$ cat src/rtl/multicycle_ctrl_pkg.sv
// Shared constants for the multicycle MIPS-subset controller: widths, state
// encoding, opcodes, instruction classes and datapath mux codes.
package multicycle_ctrl_pkg;

  localparam int OP_W    = 6;
  localparam int FUNCT_W = 6;
  localparam int ST_W    = 4;

  typedef enum logic [ST_W-1:0] {
    S_IDLE     = 4'd0,
    S_FETCH    = 4'd1,
    S_DECODE   = 4'd2,
    S_MEM_ADDR = 4'd3,
    S_MEM_RD   = 4'd4,
    S_MEM_WB   = 4'd5,
    S_MEM_WR   = 4'd6,
    S_R_EXEC   = 4'd7,
    S_R_WB     = 4'd8,
    S_I_EXEC   = 4'd9,
    S_I_WB     = 4'd10,
    S_BRANCH   = 4'd11,
    S_JUMP     = 4'd12,
    S_TRAP     = 4'd13
  } state_t;

  localparam logic [OP_W-1:0] OP_RTYPE = 6'h00;
  localparam logic [OP_W-1:0] OP_LW    = 6'h23;
  localparam logic [OP_W-1:0] OP_SW    = 6'h2B;
  localparam logic [OP_W-1:0] OP_BEQ   = 6'h04;
  localparam logic [OP_W-1:0] OP_BNE   = 6'h05;
  localparam logic [OP_W-1:0] OP_ADDI  = 6'h08;
  localparam logic [OP_W-1:0] OP_SLTI  = 6'h0A;
  localparam logic [OP_W-1:0] OP_ORI   = 6'h0D;
  localparam logic [OP_W-1:0] OP_J     = 6'h02;

  typedef enum logic [2:0] {
    CL_R, CL_MEM, CL_BR, CL_IMM, CL_J, CL_ILL
  } iclass_t;

  localparam logic [1:0] ALU_ADD   = 2'b00;
  localparam logic [1:0] ALU_SUB   = 2'b01;
  localparam logic [1:0] ALU_FUNCT = 2'b10;
  localparam logic [1:0] ALU_OPC   = 2'b11;

  localparam logic [1:0] SRCB_B      = 2'b00;
  localparam logic [1:0] SRCB_4      = 2'b01;
  localparam logic [1:0] SRCB_IMM    = 2'b10;
  localparam logic [1:0] SRCB_IMM_SH = 2'b11;

  localparam logic [1:0] PCSRC_ALU    = 2'b00;
  localparam logic [1:0] PCSRC_ALUOUT = 2'b01;
  localparam logic [1:0] PCSRC_JUMP   = 2'b10;

endpackage

$ cat src/rtl/multicycle_ctrl_if.sv
// Controller <-> datapath bundle; master = controller, slave = datapath side.
interface multicycle_ctrl_if;
  import multicycle_ctrl_pkg::*;

  logic [OP_W-1:0] instr_op_i;
  logic            zero_i;
  logic            mem_ready_i;
  logic            pc_write_o;
  logic            ir_write_o;
  logic            mem_read_o;
  logic            mem_write_o;
  logic            iord_o;
  logic            reg_write_o;
  logic            reg_dst_o;
  logic            mem_to_reg_o;
  logic            alu_src_a_o;
  logic [1:0]      alu_src_b_o;
  logic [1:0]      alu_op_o;
  logic [1:0]      pc_src_o;
  logic            ext_sel_o;
  logic [ST_W-1:0] state_o;
  logic            illegal_o;

  modport master (
    input  instr_op_i, zero_i, mem_ready_i,
    output pc_write_o, ir_write_o, mem_read_o, mem_write_o, iord_o,
           reg_write_o, reg_dst_o, mem_to_reg_o, alu_src_a_o, alu_src_b_o,
           alu_op_o, pc_src_o, ext_sel_o, state_o, illegal_o
  );

  modport slave (
    output instr_op_i, zero_i, mem_ready_i,
    input  pc_write_o, ir_write_o, mem_read_o, mem_write_o, iord_o,
           reg_write_o, reg_dst_o, mem_to_reg_o, alu_src_a_o, alu_src_b_o,
           alu_op_o, pc_src_o, ext_sel_o, state_o, illegal_o
  );

endinterface

$ cat src/rtl/multicycle_ctrl_opdec.sv
// Opcode classifier: instruction class, immediate extension mode, legality.
// Purely combinational.
module multicycle_ctrl_opdec
  import multicycle_ctrl_pkg::*;
(
  input  logic [OP_W-1:0] i_op,
  output iclass_t         o_class,
  output logic            o_ext_sel,
  output logic            o_legal
);

  always_comb begin
    o_class   = CL_ILL;
    o_ext_sel = 1'b1;
    o_legal   = 1'b1;
    case (i_op)
      OP_RTYPE:                 o_class = CL_R;
      OP_LW, OP_SW:             o_class = CL_MEM;
      OP_BEQ, OP_BNE:           o_class = CL_BR;
      OP_ADDI, OP_SLTI:         o_class = CL_IMM;
      OP_ORI: begin
        o_class   = CL_IMM;
        o_ext_sel = 1'b0;
      end
      OP_J:                     o_class = CL_J;
      default:                  o_legal = 1'b0;
    endcase
  end

endmodule

$ cat src/rtl/multicycle_ctrl.sv
// Multicycle MIPS-subset control FSM driving all datapath enables and muxes.
// Define MULTICYCLE_CTRL_TRAP_HALT_EN to make TRAP terminal until reset.
module multicycle_ctrl
  import multicycle_ctrl_pkg::*;
(
  input  logic                clk_i,
  input  logic                rst_i,
  multicycle_ctrl_if.master   bus
);

  state_t          r_state;
  state_t          w_next;
  logic [OP_W-1:0] r_op_q;
  logic [OP_W-1:0] w_dec_op;
  iclass_t         w_class;
  logic            w_dec_ext;
  logic            w_legal;

  logic       w_pc_write, w_ir_write, w_mem_read, w_mem_write, w_iord;
  logic       w_reg_write, w_reg_dst, w_mem_to_reg, w_alu_src_a;
  logic [1:0] w_alu_src_b, w_alu_op, w_pc_src;
  logic       w_ext_sel, w_illegal;

  // DECODE classifies the live IR; later states see only the latched opcode.
  assign w_dec_op = (r_state == S_DECODE) ? bus.instr_op_i : r_op_q;

  multicycle_ctrl_opdec u_opdec (
    .i_op      (w_dec_op),
    .o_class   (w_class),
    .o_ext_sel (w_dec_ext),
    .o_legal   (w_legal)
  );

  always_ff @(posedge clk_i) begin
    if (rst_i) begin
      r_state <= S_IDLE;
      r_op_q  <= '0;
    end else begin
      r_state <= w_next;
      if (r_state == S_DECODE) r_op_q <= bus.instr_op_i;
    end
  end

  always_comb begin
    w_next       = r_state;
    w_pc_write   = 1'b0;
    w_ir_write   = 1'b0;
    w_mem_read   = 1'b0;
    w_mem_write  = 1'b0;
    w_iord       = 1'b0;
    w_reg_write  = 1'b0;
    w_reg_dst    = 1'b0;
    w_mem_to_reg = 1'b0;
    w_alu_src_a  = 1'b0;
    w_alu_src_b  = SRCB_B;
    w_alu_op     = ALU_ADD;
    w_pc_src     = PCSRC_ALU;
    w_ext_sel    = 1'b0;
    w_illegal    = 1'b0;
    case (r_state)
      S_IDLE: w_next = S_FETCH;
      S_FETCH: begin
        w_mem_read  = 1'b1;
        w_alu_src_b = SRCB_4;
        if (bus.mem_ready_i) begin
          w_ir_write = 1'b1;
          w_pc_write = 1'b1;
          w_next     = S_DECODE;
        end
      end
      S_DECODE: begin
        w_alu_src_b = SRCB_IMM_SH;
        w_ext_sel   = 1'b1;
        if (!w_legal) w_next = S_TRAP;
        else begin
          case (w_class)
            CL_R:    w_next = S_R_EXEC;
            CL_MEM:  w_next = S_MEM_ADDR;
            CL_BR:   w_next = S_BRANCH;
            CL_IMM:  w_next = S_I_EXEC;
            CL_J:    w_next = S_JUMP;
            default: w_next = S_TRAP;
          endcase
        end
      end
      S_MEM_ADDR: begin
        w_alu_src_a = 1'b1;
        w_alu_src_b = SRCB_IMM;
        w_ext_sel   = 1'b1;
        w_next      = (r_op_q == OP_LW) ? S_MEM_RD : S_MEM_WR;
      end
      S_MEM_RD: begin
        w_mem_read = 1'b1;
        w_iord     = 1'b1;
        if (bus.mem_ready_i) w_next = S_MEM_WB;
      end
      S_MEM_WB: begin
        w_reg_write  = 1'b1;
        w_mem_to_reg = 1'b1;
        w_next       = S_FETCH;
      end
      S_MEM_WR: begin
        w_mem_write = 1'b1;
        w_iord      = 1'b1;
        if (bus.mem_ready_i) w_next = S_FETCH;
      end
      S_R_EXEC: begin
        w_alu_src_a = 1'b1;
        w_alu_op    = ALU_FUNCT;
        w_next      = S_R_WB;
      end
      S_R_WB: begin
        w_reg_write = 1'b1;
        w_reg_dst   = 1'b1;
        w_next      = S_FETCH;
      end
      S_I_EXEC: begin
        w_alu_src_a = 1'b1;
        w_alu_src_b = SRCB_IMM;
        w_alu_op    = ALU_OPC;
        w_ext_sel   = w_dec_ext;
        w_next      = S_I_WB;
      end
      S_I_WB: begin
        w_reg_write = 1'b1;
        w_ext_sel   = w_dec_ext;
        w_next      = S_FETCH;
      end
      S_BRANCH: begin
        w_alu_src_a = 1'b1;
        w_alu_op    = ALU_SUB;
        w_pc_src    = PCSRC_ALUOUT;
        w_pc_write  = (r_op_q == OP_BEQ) ? bus.zero_i : ~bus.zero_i;
        w_next      = S_FETCH;
      end
      S_JUMP: begin
        w_pc_write = 1'b1;
        w_pc_src   = PCSRC_JUMP;
        w_next     = S_FETCH;
      end
      S_TRAP: begin
        w_illegal = 1'b1;
`ifdef MULTICYCLE_CTRL_TRAP_HALT_EN
        w_next    = S_TRAP;
`else
        w_next    = S_FETCH;
`endif
      end
      default: w_next = S_IDLE;
    endcase
  end

  assign bus.pc_write_o   = w_pc_write;
  assign bus.ir_write_o   = w_ir_write;
  assign bus.mem_read_o   = w_mem_read;
  assign bus.mem_write_o  = w_mem_write;
  assign bus.iord_o       = w_iord;
  assign bus.reg_write_o  = w_reg_write;
  assign bus.reg_dst_o    = w_reg_dst;
  assign bus.mem_to_reg_o = w_mem_to_reg;
  assign bus.alu_src_a_o  = w_alu_src_a;
  assign bus.alu_src_b_o  = w_alu_src_b;
  assign bus.alu_op_o     = w_alu_op;
  assign bus.pc_src_o     = w_pc_src;
  assign bus.ext_sel_o    = w_ext_sel;
  assign bus.state_o      = r_state;
  assign bus.illegal_o    = w_illegal;

endmodule

$ cat src/flat_wrapper.sv
// flat-port wrapper written by rule: the top's interface ports become plain ports
module multicycle_ctrl_flat import multicycle_ctrl_pkg::*;
  (clk_i, rst_i, bus_instr_op_i, bus_zero_i, bus_mem_ready_i, bus_pc_write_o, bus_ir_write_o, bus_mem_read_o, bus_mem_write_o, bus_iord_o, bus_reg_write_o, bus_reg_dst_o, bus_mem_to_reg_o, bus_alu_src_a_o, bus_alu_src_b_o, bus_alu_op_o, bus_pc_src_o, bus_ext_sel_o, bus_state_o, bus_illegal_o);
  multicycle_ctrl_if bus_i ();
  input  logic clk_i;
  input  logic rst_i;
  input wire logic [$bits(bus_i.instr_op_i)-1:0] bus_instr_op_i;
  input wire logic [$bits(bus_i.zero_i)-1:0] bus_zero_i;
  input wire logic [$bits(bus_i.mem_ready_i)-1:0] bus_mem_ready_i;
  output wire logic [$bits(bus_i.pc_write_o)-1:0] bus_pc_write_o;
  output wire logic [$bits(bus_i.ir_write_o)-1:0] bus_ir_write_o;
  output wire logic [$bits(bus_i.mem_read_o)-1:0] bus_mem_read_o;
  output wire logic [$bits(bus_i.mem_write_o)-1:0] bus_mem_write_o;
  output wire logic [$bits(bus_i.iord_o)-1:0] bus_iord_o;
  output wire logic [$bits(bus_i.reg_write_o)-1:0] bus_reg_write_o;
  output wire logic [$bits(bus_i.reg_dst_o)-1:0] bus_reg_dst_o;
  output wire logic [$bits(bus_i.mem_to_reg_o)-1:0] bus_mem_to_reg_o;
  output wire logic [$bits(bus_i.alu_src_a_o)-1:0] bus_alu_src_a_o;
  output wire logic [$bits(bus_i.alu_src_b_o)-1:0] bus_alu_src_b_o;
  output wire logic [$bits(bus_i.alu_op_o)-1:0] bus_alu_op_o;
  output wire logic [$bits(bus_i.pc_src_o)-1:0] bus_pc_src_o;
  output wire logic [$bits(bus_i.ext_sel_o)-1:0] bus_ext_sel_o;
  output wire logic [$bits(bus_i.state_o)-1:0] bus_state_o;
  output wire logic [$bits(bus_i.illegal_o)-1:0] bus_illegal_o;
  assign bus_i.instr_op_i = bus_instr_op_i;
  assign bus_i.zero_i = bus_zero_i;
  assign bus_i.mem_ready_i = bus_mem_ready_i;
  assign bus_pc_write_o = bus_i.pc_write_o;
  assign bus_ir_write_o = bus_i.ir_write_o;
  assign bus_mem_read_o = bus_i.mem_read_o;
  assign bus_mem_write_o = bus_i.mem_write_o;
  assign bus_iord_o = bus_i.iord_o;
  assign bus_reg_write_o = bus_i.reg_write_o;
  assign bus_reg_dst_o = bus_i.reg_dst_o;
  assign bus_mem_to_reg_o = bus_i.mem_to_reg_o;
  assign bus_alu_src_a_o = bus_i.alu_src_a_o;
  assign bus_alu_src_b_o = bus_i.alu_src_b_o;
  assign bus_alu_op_o = bus_i.alu_op_o;
  assign bus_pc_src_o = bus_i.pc_src_o;
  assign bus_ext_sel_o = bus_i.ext_sel_o;
  assign bus_state_o = bus_i.state_o;
  assign bus_illegal_o = bus_i.illegal_o;
  multicycle_ctrl u_core (.clk_i(clk_i), .rst_i(rst_i), .bus(bus_i));
endmodule
$ cat config.mk
export PLATFORM = sky130hd
export DESIGN_NAME = multicycle_ctrl_flat
export DESIGN_NICKNAME = d
export VERILOG_FILES = /design/src/rtl/multicycle_ctrl_pkg.sv /design/src/rtl/multicycle_ctrl_if.sv /design/src/rtl/multicycle_ctrl_opdec.sv /design/src/rtl/multicycle_ctrl.sv /design/src/flat_wrapper.sv
export SDC_FILE = /design/constraint.sdc
export NUM_CORES = 1
export LEC_CHECK = 0
export BUFFER_PORTS_ARGS = -buffer_cell sky130_fd_sc_hd__buf_2
export CORE_UTILIZATION = 45
export CTS_CLUSTER_DIAMETER = 30
export DETAILED_ROUTE_END_ITERATION = 8
export GPL_ROUTABILITY_DRIVEN = 1
export GPL_TIMING_DRIVEN = 0
export MAX_ROUTING_LAYER = met4
export PLACE_DENSITY = 0.75
export SYNTH_ARGS = -nofsm -noshare
export SYNTH_HDL_FRONTEND = slang
export SYNTH_SLANG_ARGS = --single-unit
$ cat constraint.sdc
create_clock -name clk_i -period 1.89 [get_ports clk_i]
set_input_delay 0.189 -clock clk_i [delete_from_list [all_inputs] [get_ports clk_i]]
set_output_delay 0.189 -clock clk_i [all_outputs]
set_load 0.03 [all_outputs]
; Yosys cells after proc, flatten, opt, wreduce, memory -nomap -nowiden
; Index checks and enable logic that the tools add are counted.
[op_classes]
n_eq_ne = 30
mux = 27
n_bitwise = 1
reduce_logical = 16
[op_table]
columns = op, count
row1 = 4-bit case mux with 8 select lines, 1
row2 = "4-bit equality test, second input constant", 6
row3 = 4-bit case mux with 5 select lines, 1
row4 = "6-bit by 3-bit equality test with 1-bit output, second input constant", 3
row5 = "6-bit by 4-bit equality test with 1-bit output, second input constant", 3
row6 = "6-bit equality test, second input constant", 3
row7 = "4-bit by 3-bit equality test with 1-bit output, second input constant", 4
row8 = 4-bit 2-to-1 mux, 4
row9 = 3-bit case mux with 5 select lines, 1
row10 = 2-bit OR reduction, 7
row11 = 1-bit 2-to-1 mux, 13
row12 = 2-bit case mux with 3 select lines, 2
row13 = 9-bit OR reduction, 1
row14 = "4-bit by 2-bit equality test with 1-bit output, second input constant", 2
row15 = 7-bit OR reduction, 1
row16 = "3-bit by 2-bit equality test with 1-bit output, second input constant", 2
row17 = "6-bit by 2-bit equality test with 1-bit output, second input constant", 1
row18 = 6-bit zero test, 1
row19 = 6-bit 2-to-1 mux, 1
row20 = "2-bit inequality test, second input constant", 3
row21 = 3-bit OR reduction, 2
row22 = "4-bit by 1-bit equality test with 1-bit output, second input constant", 1
row23 = 4-bit zero test, 1
row24 = 2-bit case mux with 2 select lines, 1
row25 = 9 further kinds, 9
[totals]
output_inout_bits = 21
input_bits = 10
regBits = 10

; Longest topological paths before layout
; Gate-level depths: netlist of the first run.
[depth]
word_depth = 9
depth_mapped = 6
mapped_depth_nobuf = 4

; By module
; From an unflattened synthesis of the first run, not the netlist that was laid out.
[unflattened]
hier_cells = 124
hier_area_um2 = 922.1
[modules_own_cells]
columns = mod, seq_area_each_um2, instances, area_per_inst_um2, cells_each
row1 = multicycle_ctrl, 200.2, 1, 803.3, 104
row2 = multicycle_ctrl_opdec, 0.0, 1, 118.9, 20

; Least setup slack after synthesis of the first run
; OpenSTA, ideal clock, no wires.
[synth_path]
kind = reg-to-output
from = register u_core.r_state[0] (netlist: u_core.bus.state_o[0])
to = output port bus_pc_write_o
arrival_ns = 2.439
stages_incl_launch_ff = 5
slack_ns = -0.738
cell_sequence = dfxtp_1 > buf_6 > or2b_1 > nor4b_1 > a211o_1
[synth_between]
elab_chain_len = 2
elab_cells_between_ends = 4
[synth_lines]
columns = item, line
row1 = "start, declared", multicycle_ctrl.sv:11  ; state_t r_state;
row2 = "start signal, assigned", multicycle_ctrl.sv:39  ; r_state <= w_next;
row3 = 4-bit equality test / 4-bit by 1-bit equality test with 1-bit output (equally long branches), multicycle_ctrl.sv:60  ; case (r_state)
row4 = 1-bit case mux with 3 select lines *, multicycle_ctrl.sv:60
row5 = "end, declared", flat_wrapper.sv:10  ; output wire logic [$bits(bus_i.pc_write_o)-1:0] bus_pc_write_o;
; Every way passes the cells marked *; elsewhere a longest branch is shown, timed or not.

; Worst setup path after layout of the first run
[layout_path]
from = register u_core.r_state[3] (netlist: u_core.bus.state_o[3])
to = output port bus_ext_sel_o
[layout_between]
elab_chain_len = 5
elab_cells_between_ends = 10
[layout_lines]
columns = item, line
row1 = 4-bit by 2-bit equality test with 1-bit output, "multicycle_ctrl.sv:25, multicycle_ctrl.sv:60"
row2 = 6-bit 2-to-1 mux, multicycle_ctrl.sv:25  ; assign w_dec_op = (r_state == S_DECODE) ? bus.instr_op_i : r_op_q;
row3 = 6-bit by 4-bit equality test with 1-bit output, multicycle_ctrl_opdec.sv:16  ; case (i_op)
row4 = 1-bit 2-to-1 mux, multicycle_ctrl_opdec.sv:16
row5 = 1-bit case mux with 2 select lines *, multicycle_ctrl.sv:60
row6 = "end, declared", flat_wrapper.sv:22  ; output wire logic [$bits(bus_i.ext_sel_o)-1:0] bus_ext_sel_o;
; Marks and branches as above.

==> reports/metrics.cfg, run 1 <==
[final_layout]
utilization=0.6619
fillers=199
area_growth_pct=34.56
fin_nets=183
multi_input_area_sq_um=794.5
num_antenna_cells=0
final-instance-count-excl-fill=199
seq_area_sq_um=212.7
drive_gt1_frac=0.3837
stdcell_area_sq_um=1325

[route]
num_vias=1133
wl_per_cell_microns=13.52
finalWirelength_microns=2690
drt_iter0_markers=7
drc=0
vias_per_cell=5.693
firstDrtPassIters=4
ant_nets=0

[floorplanning]
pin_count=31
num_rows=16
coreArea_sq_um=2002
die_w_microns=48.78
initial_core_util=0.4919
die_y_microns=48.78
die_area_sq_um=2379

[logic_synthesis]
yosys_register_bits=10
synth_compound_area_frac=0.2084
syn-cell-area_sq_um=984.7
synthDistinctLibCells=47
synthXorXnorAreaFrac=0.02668
ys_seq_area_frac=0.2033
ys.flop_type=dfxtp_1
syn_nets=146
syn_area_per_cell_sq_um=7.240
synth_simple_gate_area_frac=0.4320
yosys_warnings=0
synth_edf_count=0
synth_fa_ha_area_frac=0
synth.area.mux_share=0.06734
synth_cells=136
async_reset_ff_frac=0
synth_top_family_by_area=simple AND/OR/NAND/NOR gates

[timing]
fin_crit_sh=1.022
rsz0062_at_grt=true
clock_skew_ns=0.004118
drv_slew=0
whs_ns=0.2220
tightest_slew_ns=0.5545
fmax_ghz=0.5175
post-route-min-period_ns=1.932
hold_viol=0
fin_ws_ns=-0.04235
final-setup-viol-count=1
maxSlewHeadroom=0.6287

[cts]
cts_tree=built
htree_levels=1
clk_path_buf_depth=2
insertion_delay_ns=0.26
clock-sinks=10
hold_buffers=0
cts-root-buf=clkbuf_4
clk_pin_slew_ns=0.06
cts_buffers=3

[worst_setup_path]
worstSetupPathType=flip-flop to output pin
cp-start-kind=flip-flop
r2r_end=u_core.bus.state_o[1]$_SDFFE_PP0P_
rrSetupSlack_ns=0.01
cp.required_ns=1.70
crit_path_end_kind=output pin
reg2reg_depth=4
critPathLaunch=u_core.bus.state_o[3]$_SDFFE_PP0P_
worstPathMaxFanout=4
rr_startpoint=u_core.bus.state_o[3]$_SDFFE_PP0P_
cp_data_arrival_time_ns=1.74

[global_routing]
gr-total-overflow=0
grt_pass1_vias=1005
antenna_found_initial=0
grt_max_degree=11
grt_pass1_wl_microns=4202
globalRouteTotalUtil=0.2273

[worst_hold_path]
holdPathStages=3
hold_end=u_core.r_op_q[4]$_SDFF_PP0_
hp-class=primary input to flip-flop
worstHoldStart=bus_instr_op_i[4]

[outcome]
violations=negative setup slack
status=complete, but fails checks

[power]
ir_worst_vdd_mv=1.015
leakage_nw=0.5531
p_per_area_nw_per_um2=1325

[flow_run]
max_cap_violations=0

[place]
routabilityCongestion=0.8391
place_area_sq_um=1209
port_buffers=30
hpwlAfterDp_microns=1972
dp_cells=193

==> layout make-up <==
class                      count  area share
multi-input combinational    114      0.5996
sequential                    10      0.1605
timing repair buffer          35      0.1483
buffer                         7     0.03305
clock buffer                   4     0.02738
tap                           27     0.02550
inverter                       2    0.005666
==> per-layer routing <==
layer | vias to the layer above | track usage | wire (microns)
met5 | - | - | 0
met4 | 0 | 0.06863 | 42
met3 | 4 | 0.04673 | 127
met2 | 33 | 0.4028 | 1418
met1 | 525 | 0.2553 | 1101
li1 | 571 | - | -
==> report_power, final <==
| group | leakage, nW | switching, mW | internal, mW |
|---|---|---|---|
| Sequential | 0.0845 | 0.0575 | 0.270 |
| Clock | 0.0210 | 0.0656 | 0.117 |
| Combinational | 0.448 | 0.755 | 0.492 |
==> worst max-delay path by stage <==
stage               cells after the start  slack, ns                                 end
global placement                        7      -0.12                     bus_alu_op_o[1]
detailed placement                      7      -0.19                     bus_alu_op_o[1]
CTS                                     4      -0.06  u_core.bus.state_o[3]$_SDFFE_PP0P_
global route                            5      -0.13                       bus_ext_sel_o
finish                                  5      -0.04                       bus_ext_sel_o
floorplan                               6      -0.11                     bus_alu_op_o[1]
==> kinds of logic (layout without fill, tap and decap cells) <==
group	after synthesis	in the layout
compound gates	31	31
simple gates	75	75
xor+xnor	3	3
flops	10	10
buf+inv	12	48
mux	5	5
==> repair_timing <==
| action | in CTS | in global routing |
|---|---|---|
| gates resized for setup | 11 | 17 |
| buffers inserted | 3 | 2 |
| pin swaps | 2 | 2 |
| hold endpoints to repair | 0 | 0 |
| endpoints found under the setup margin | 14 | 11 |
==> sequential cells by signal, indices dropped and copies added (netlist names) <==
signal,cells
u_core.r_op_q,6
u_core.bus.state_o,4
==> synth_stat cells, types with 3 or more instances <==
cell	instances	share of area
nor2_1	12	0.046
nor3b_1	3	0.023
nor3_1	8	0.041
or3_1	3	0.019
a21oi_1	11	0.056
nand2_1	19	0.072
nor2b_1	4	0.025
mux2i_1	4	0.041
dfxtp_1	10	0.20
nand2b_1	9	0.057
clkbuf_1	6	0.023
o21ai_0	3	0.015
==> layout by cell type, fill, tap and decap left out, types with 3 or more instances in the layout <==
cell type and n:
nand2b_1 9, nor3b_1 3, buf_2 29, or3_1 3
nand2_1 19, clkbuf_4 6, dfxtp_1 4, nor2b_1 4
dfxtp_2 4, a21oi_1 10, mux2i_1 3, buf_4 7
nor4b_4 3, nor2_1 11, nor3_1 6
==> stage by stage <==
stage | power (mW) | setup WS [ns] | TNS (ns)
4_1_cts | 1.686 | -0.06432 | -0.2399
6_report | 1.756 | -0.04235 | -0.04235
3_5_place_dp | 1.457 | -0.1899 | -0.4528
5_1_grt | 1.870 | -0.1312 | -0.2873
2_1_floorplan | 1.203 | -0.1139 | -0.3138
3_3_place_gp | 1.440 | -0.1164 | -0.3015
==> critical path, stage by stage (launching register included) <==
cell and delay [ns]:
dfxtp_4 0.36, or4b_4 0.58, nand4_1 0.15, o221ai_2 0.10
a21oi_2 0.15, buf_6 0.14
(Power assumes the default switching activity.)
==> inputs of run 2 (changes only) <==
Settings changed: CORE_UTILIZATION 45 to 50, PLACE_DENSITY 0.75 to 0.78.
Clock period 1.89 ns to 2.2 ns, I/O delays scaled along.
==> run 2 against run 1 <==
  * The run now ends clean
  * Register-to-register slack better by 0.06 ns
  * Wire length shrank 5.3%
  * Count of clock-buffer cells in the layout unchanged
  * Hold slack better by 0.039 ns
  * Critical path depth is 1 higher
  * Final cell count fell by 1.0%
  * First-iteration DRC count rose to 3.3 times the previous value
  * Clock power down 13%
  * Critical path type is now flip-flop to flip-flop
==> reports/metrics.cfg, run 2 (same netlist as run 1, synthesis figures left out) <==
[timing]
fin_crit_sh=0.9686
setup-tns-final_ns=0  ; +0.04235 ns
maxSlewHeadroom=0.4131  ; -0.2157
hold_viol=0  ; unchanged
post-route-min-period_ns=2.131
tightest_slew_ns=0.8781  ; +0.3236 ns
final-setup-viol-count=0  ; -1
clock_skew_ns=0.005703  ; +0.001585 ns
rsz0062_at_grt=true
drv_slew=0  ; unchanged
fmax_ghz=0.4693

[place]
routabilityCongestion=0.8894  ; +6.0%
hpwlAfterDp_microns=1926  ; -2.3%
port_buffers=30  ; unchanged

[cts]
cts-root-buf=clkbuf_4
clock-sinks=10  ; unchanged
insertion_delay_ns=0.26  ; about the same
cts_tree=built
htree_levels=1  ; unchanged
hold_buffers=0  ; unchanged
clk_path_buf_depth=2  ; unchanged
cts_buffers=3  ; unchanged
clk_pin_slew_ns=0.06  ; about the same

[power]
p_per_area_nw_per_um2=1125  ; -15%
leakage_nw=0.5387  ; -2.6%
finalPower_mw=1.386  ; -21%
ir_worst_vdd_mv=0.6111  ; -40%

[final_layout]
seq_area_sq_um=200.2  ; -5.9%
final_cell_mix=buf_2 (31), nand2_1 (19), nor2_1 (12)
drive_gt1_frac=0.2907  ; -0.09302
area_growth_pct=25.16
regMostFlops=u_core.r_op_q
num_antenna_cells=0  ; unchanged
multi_input_area_sq_um=734.5  ; -7.6%
final_common_cell=buf_2
fin_nets=183  ; unchanged
fillers=159  ; -20%
largest_register_ffs=6  ; unchanged

[route]
drt_iter0_markers=23  ; +16
drc=0  ; unchanged
firstDrtPassIters=4  ; unchanged
ant_nets=0  ; unchanged
wl_per_cell_microns=12.93  ; -4.3%
vias_per_cell=5.731  ; +0.66%
num_vias=1129  ; -0.35%
finalWirelength_microns=2548  ; -5.3%

[floorplanning]
die_area_sq_um=2151  ; -9.6%
pin_count=31  ; unchanged
coreArea_sq_um=1783  ; -11%
num_rows=15  ; -1
initial_core_util=0.5523  ; +0.06041
die_y_microns=46.38  ; -4.9%
die_w_microns=46.38  ; -4.9%

[worst_setup_path]
cp_slowest_cell=mux4_1
worstPathMaxFanout=10  ; +6
worstSetupPathType=flip-flop to flip-flop
path_delay_family=multiplexers
crit_path_end_kind=flip-flop
cp.depth=6  ; +1
reg2reg_depth=6  ; +2
crit_buf_inv=2  ; +1
cp.required_ns=2.40  ; +0.70 ns
cp-start-kind=flip-flop
rrSetupSlack_ns=0.07  ; +0.06 ns
rr_startpoint=u_core.bus.state_o[0]$_SDFFE_PP0P_
critPathLaunch=u_core.bus.state_o[0]$_SDFFE_PP0P_
crit_path_max_incr_delay_ns=0.58  ; about the same
crit_chain=buf_6 > or4b_4 > buf_4 > mux2i_1 > mux4_1 > o21ai_1
cp_data_arrival_time_ns=2.33  ; +0.59 ns

[global_routing]
grt_pass1_wl_microns=3884  ; -7.6%
grt_max_degree=11  ; unchanged
grt_pass1_vias=956  ; -4.9%
globalRouteTotalUtil=0.2527  ; +0.02542
antenna_found_initial=0  ; unchanged
gr-total-overflow=0  ; unchanged

[flow_run]
max_cap_violations=0  ; unchanged

[outcome]
status=finished, final reports clean

[worst_hold_path]
worstHoldStart=bus_instr_op_i[4]
holdPathStages=3  ; unchanged
hp-class=primary input to flip-flop

-- run 2: changes by cell type in the layout (fill, tap and decap cells not counted), moves of 3 or more --
| cell | before | now |
|---|---|---|
| buf_4 | 7 | 4 |
| clkbuf_4 | 6 | 3 |
| dfxtp_1 | 4 | 10 |
| dfxtp_2 | 4 | 0 |
| nor4b_4 | 3 | 0 |
-- run 2: cell type report --
cell class / count / share of cell area
repair buffers: 33 / 0.1421
clock buffers: 4 / 0.02944
inverters: 2 / 0.006091
well taps: 25 / 0.02538
flip-flops and latches: 10 / 0.1624
multi-input cells: 114 / 0.5959
plain buffers: 9 / 0.03858
-- run 2: repair_timing --
action / in CTS / in global routing
pin swaps: 1 / 1
gates resized for setup: 2 / 6
setup buffers: 0 / 3
endpoints found under the setup margin: 2 / 2
-- run 2: stage by stage --
step | cell area, sq um | hold slack [ns] | setup slack, ns | cells | utilization
finish | 1232 | 0.2607 | 0.06906 | 197 | 0.6912
global placement | 1177 | 0.4849 | 0.1856 | 191 | 0.6604
detailed placement | 1177 | 0.4985 | 0.1404 | 191 | 0.6604
global route | 1232 | 0.2438 | -0.01095 | 197 | 0.6912
floorplan | 996.0 | 0.3560 | -0.01414 | 136 | -
CTS | 1206 | 0.2410 | 0.01096 | 194 | 0.6765
-- run 2: tightest hold or removal path, stage by stage --
cell     delay [ns]
buf_2          0.14
nand2_1        0.06
a21oi_1        0.05
-- run 2: power by group --
group	switching, mW	internal, mW
Clock	0.0582	0.100
Combinational	0.605	0.362
Sequential	0.0404	0.221
-- run 2: worst paths after layout --
check | to
hold reg to reg | u_core.r_op_q[4]$_SDFF_PP0_
setup reg to reg | u_core.bus.state_o[1]$_SDFFE_PP0P_
setup / recovery | u_core.bus.state_o[1]$_SDFFE_PP0P_
hold / removal | u_core.r_op_q[4]$_SDFF_PP0_
-- run 2: routing by layer --
layer | part of all wire | track usage
met5 | 0 | -
met1 | 0.43 | 0.2773
met4 | 0.0067 | 0.07059
met3 | 0.051 | 0.03922
met2 | 0.51 | 0.4611
==> inputs of run 3 (changes only) <==
Settings changed: CORE_UTILIZATION 50 to 49, SYNTH_HIERARCHICAL from default to 1.
==> run 3 against run 2 <==
  * The run now ends with negative setup slack left
  * Register-to-register slack lost 0.46 ns
  * Sequential power grew 15%
  * First-iteration DRC count grew 120%
  * Final cell count shrank 2.0%
  * Sequential share of layout area shrank 0.68 points
  * Synthesized area shrank 6.4%
  * Final area grew 10%
  * Critical path depth grew 3
  * Count of clock-buffer cells in the layout is the same
  * Sequential cell count is the same
==> reports/metrics.cfg, run 3 <==
[route]
drt_iter0_markers=51  ; +120%
drt-met1-wl_microns=1265  ; +15%
num_vias=1126  ; -0.27%
highest-signal-layer=met4
vias_per_cell=5.834  ; +1.8%
wl_per_cell_microns=14.06  ; +8.7%
ant_nets=0  ; unchanged
firstDrtPassIters=4  ; unchanged
wl_met3_microns=140  ; +8.5%
finalWirelength_microns=2713  ; +6.5%
drc=0  ; unchanged
dr_wl_met2_microns=1278  ; -1.7%

[global_routing]
gr-total-overflow=0  ; unchanged
globalRouteTotalUtil=0.2814  ; +0.02866
grt_pass1_vias=942  ; -1.5%
grt_max_degree=11  ; unchanged
antenna_found_initial=0  ; unchanged
grt_pass1_wl_microns=4133  ; +6.4%

[final_layout]
stdcell_area_sq_um=1359  ; +10%
final_cell_mix=buf_2 (29), nor2_1 (13), buf_4 (11)
final_common_cell=buf_2
num_antenna_cells=0  ; unchanged
drive_gt1_frac=0.4464  ; +0.1557
area_growth_pct=47.35
fillers=139  ; -13%
largest_register_ffs=6  ; unchanged
fin_nets=179  ; -2.2%
regMostFlops=u_core/r_op_q

[place]
hpwlAfterDp_microns=1798  ; -6.7%
dp_slack_ns=-0.6850  ; -0.8254 ns
port_buffers=29  ; -3.3%
routabilityCongestion=0.8226  ; -7.5%
place_area_sq_um=1155  ; -1.9%

[worst_hold_path]
hp-class=primary input to flip-flop

[logic_synthesis]
synth_edf_count=0  ; unchanged
yosys_register_bits=10  ; unchanged
synth_area_leaders=dfxtp_1 (22%), mux2_2 (7.3%), nor2_1 (5.7%), and2b_1 (4.9%), nor2b_1 (4.1%)
async_reset_ff_frac=0  ; unchanged
ys_seq_area_frac=0.2171  ; +0.01379
synth_simple_gate_area_frac=0.4301  ; -0.001898
synthXorXnorAreaFrac=0.009498  ; -0.01719
syn_area_per_cell_sq_um=7.437  ; +2.7%
synth_common_cells=nor2_1 (14), dfxtp_1 (10), nand2_1 (8)
syn-cell-area_sq_um=922.1  ; -6.4%
synth_compound_area_frac=0.2103  ; +0.001926
yosys.area.top_type=dfxtp_1
yosys_warnings=6  ; +6
synth_fa_ha_area_frac=0  ; unchanged
synthDistinctLibCells=43  ; -8.5%
synth.top_cell.area_share=0.2171  ; +0.01379
synth.area.mux_share=0.07327  ; +0.005926
synth_top_family_by_area=simple AND/OR/NAND/NOR gates
yosysMostFrequentCell=nor2_1
ys.flop_type=dfxtp_1
synth_cells=124  ; -8.8%
syn_nets=134  ; -8.2%

[floorplanning]
pin_count=31  ; unchanged
coreArea_sq_um=1745  ; -2.1%
initial_core_util=0.5283  ; -0.02397
num_rows=15  ; unchanged
die_y_microns=45.38  ; -2.1%
die_area_sq_um=2059  ; -4.2%
die_w_microns=45.38  ; -2.1%

[outcome]
status=complete, but fails checks
violations=negative setup slack

[timing]
clock_skew_ns=0.002899  ; -0.002804 ns
post-route-min-period_ns=2.586  ; +0.4551 ns
maxSlewHeadroom=0.6395  ; +0.2264
drv_slew=0  ; unchanged
fmax_ghz=0.3867  ; -18%
rsz0062_at_grt=true
tightest_slew_ns=0.5333  ; -0.3448 ns
hold_viol=0  ; unchanged
fin_crit_sh=1.175  ; +0.2069
fin_ws_ns=-0.3860  ; -0.4551 ns
final-setup-viol-count=5  ; +5

[cts]
cts_tree=built
insertion_delay_ns=0.26  ; about the same
htree_levels=1  ; unchanged
cts_buffers=3  ; unchanged
clock-sinks=10  ; unchanged
cts-root-buf=clkbuf_4
hold_buffers=0  ; unchanged
clk_pin_slew_ns=0.06  ; about the same
clk_path_buf_depth=2  ; unchanged

[worst_setup_path]
worstSetupPathType=flip-flop to flip-flop
worstPathMaxFanout=7  ; -3
cp-start-kind=flip-flop
cp_data_arrival_time_ns=2.73  ; +0.40 ns
crit_path_end_kind=flip-flop
cp.required_ns=2.35  ; -0.05 ns

[power]
ir_worst_vdd_mv=1.075  ; +76%
p_per_area_nw_per_um2=1668  ; +48%
leakage_nw=0.6513  ; +21%

[flow_run]
max_cap_violations=0  ; unchanged

==> run 3: cell count changes in the layout (fill, tap and decap cells not counted), sizes merged, moves of 4 or more <==
cell,before,now
a21oi,11,6
buf,36,45
mux2i,4,0
and2b,0,7
mux2,0,6
nand2b,9,4
nand2,19,8
==> run 3: worst paths after layout <==
| check | from | to | slack [ns] | depth (start not counted) |
|---|---|---|---|---|
| setup reg to reg | u_core/bus.state_o[2]$_SDFFE_PP0P_ | u_core/bus.state_o[2]$_SDFFE_PP0P_ | -0.39 | 9 |
| setup / recovery | u_core/bus.state_o[2]$_SDFFE_PP0P_ | u_core/bus.state_o[2]$_SDFFE_PP0P_ | -0.39 | 9 |
| hold reg to reg | u_core/r_op_q[3]$_SDFF_PP0_ | u_core/r_op_q[3]$_SDFF_PP0_ | 0.68 | 2 |
| hold / removal | bus_mem_ready_i | u_core/bus.state_o[3]$_SDFFE_PP0P_ | 0.33 | 3 |
==> run 3: cells by family after synthesis <==
| kind of cell | after synthesis |
|---|---|
| AND/OR/NAND/NOR | 65 |
| AO/OA/AOI/OAI | 29 |
| buffers and inverters | 13 |
| flip-flops | 10 |
| multiplexers | 6 |
| XOR/XNOR | 1 |
==> run 3: metrics by stage <==
step                      power [mW]  hold slack, ns  utilization  TNS, ns  cells
after floorplan                1.463          0.4132            -   -1.540    124
after global placement         1.734          0.5941       0.6616   -2.413    178
after global routing           2.408          0.3662       0.7785   -1.911    193
after CTS                      2.104          0.3233       0.7427   -1.135    192
final                          2.266          0.3288       0.7785   -1.532    193
after detailed placement       1.765          0.6097       0.6616   -2.593    178
==> run 3: critical path, stage by stage, from the launching register on <==
cell	delay, ns
dfxtp_4	0.35
nor4b_4	0.28
buf_6	0.17
mux2_4	0.34
or3b_4	0.44
o311ai_4	0.10
nand2_1	0.13
nand2b_4	0.16
o31a_1	0.24
o31a_1	0.26
==> run 3: what timing repair did <==
action,in CTS,in global routing
pin swaps,14,10
hold endpoints to repair,0,0
setup endpoints to repair,5,6
resized for setup,10,13
setup buffers,13,1
==> run 3: area by class of cell <==
cell class                      count  area (sq um)  share of cell area
Buffer                              6         25.02             0.01842
Tap cell                           25         31.28             0.02302
Multi-Input combinational cell    101         779.5              0.5737
Inverter                            5         18.77             0.01381
Timing Repair Buffer               42         256.5              0.1888
Clock buffer                        4         36.28             0.02670
Sequential cell                    10         211.5              0.1556
==> run 3: report_power, final <==
group          internal [mW]  switching [mW]
combinational          0.782            1.02
sequential             0.246          0.0546
clock                  0.101          0.0640
==> run 3: layer usage <==
layer  vias up  GRT usage
li1        539          -
met1       534     0.3826
met2        47     0.4371
met3         6    0.02381
met4         0    0.09091
met5         -          -
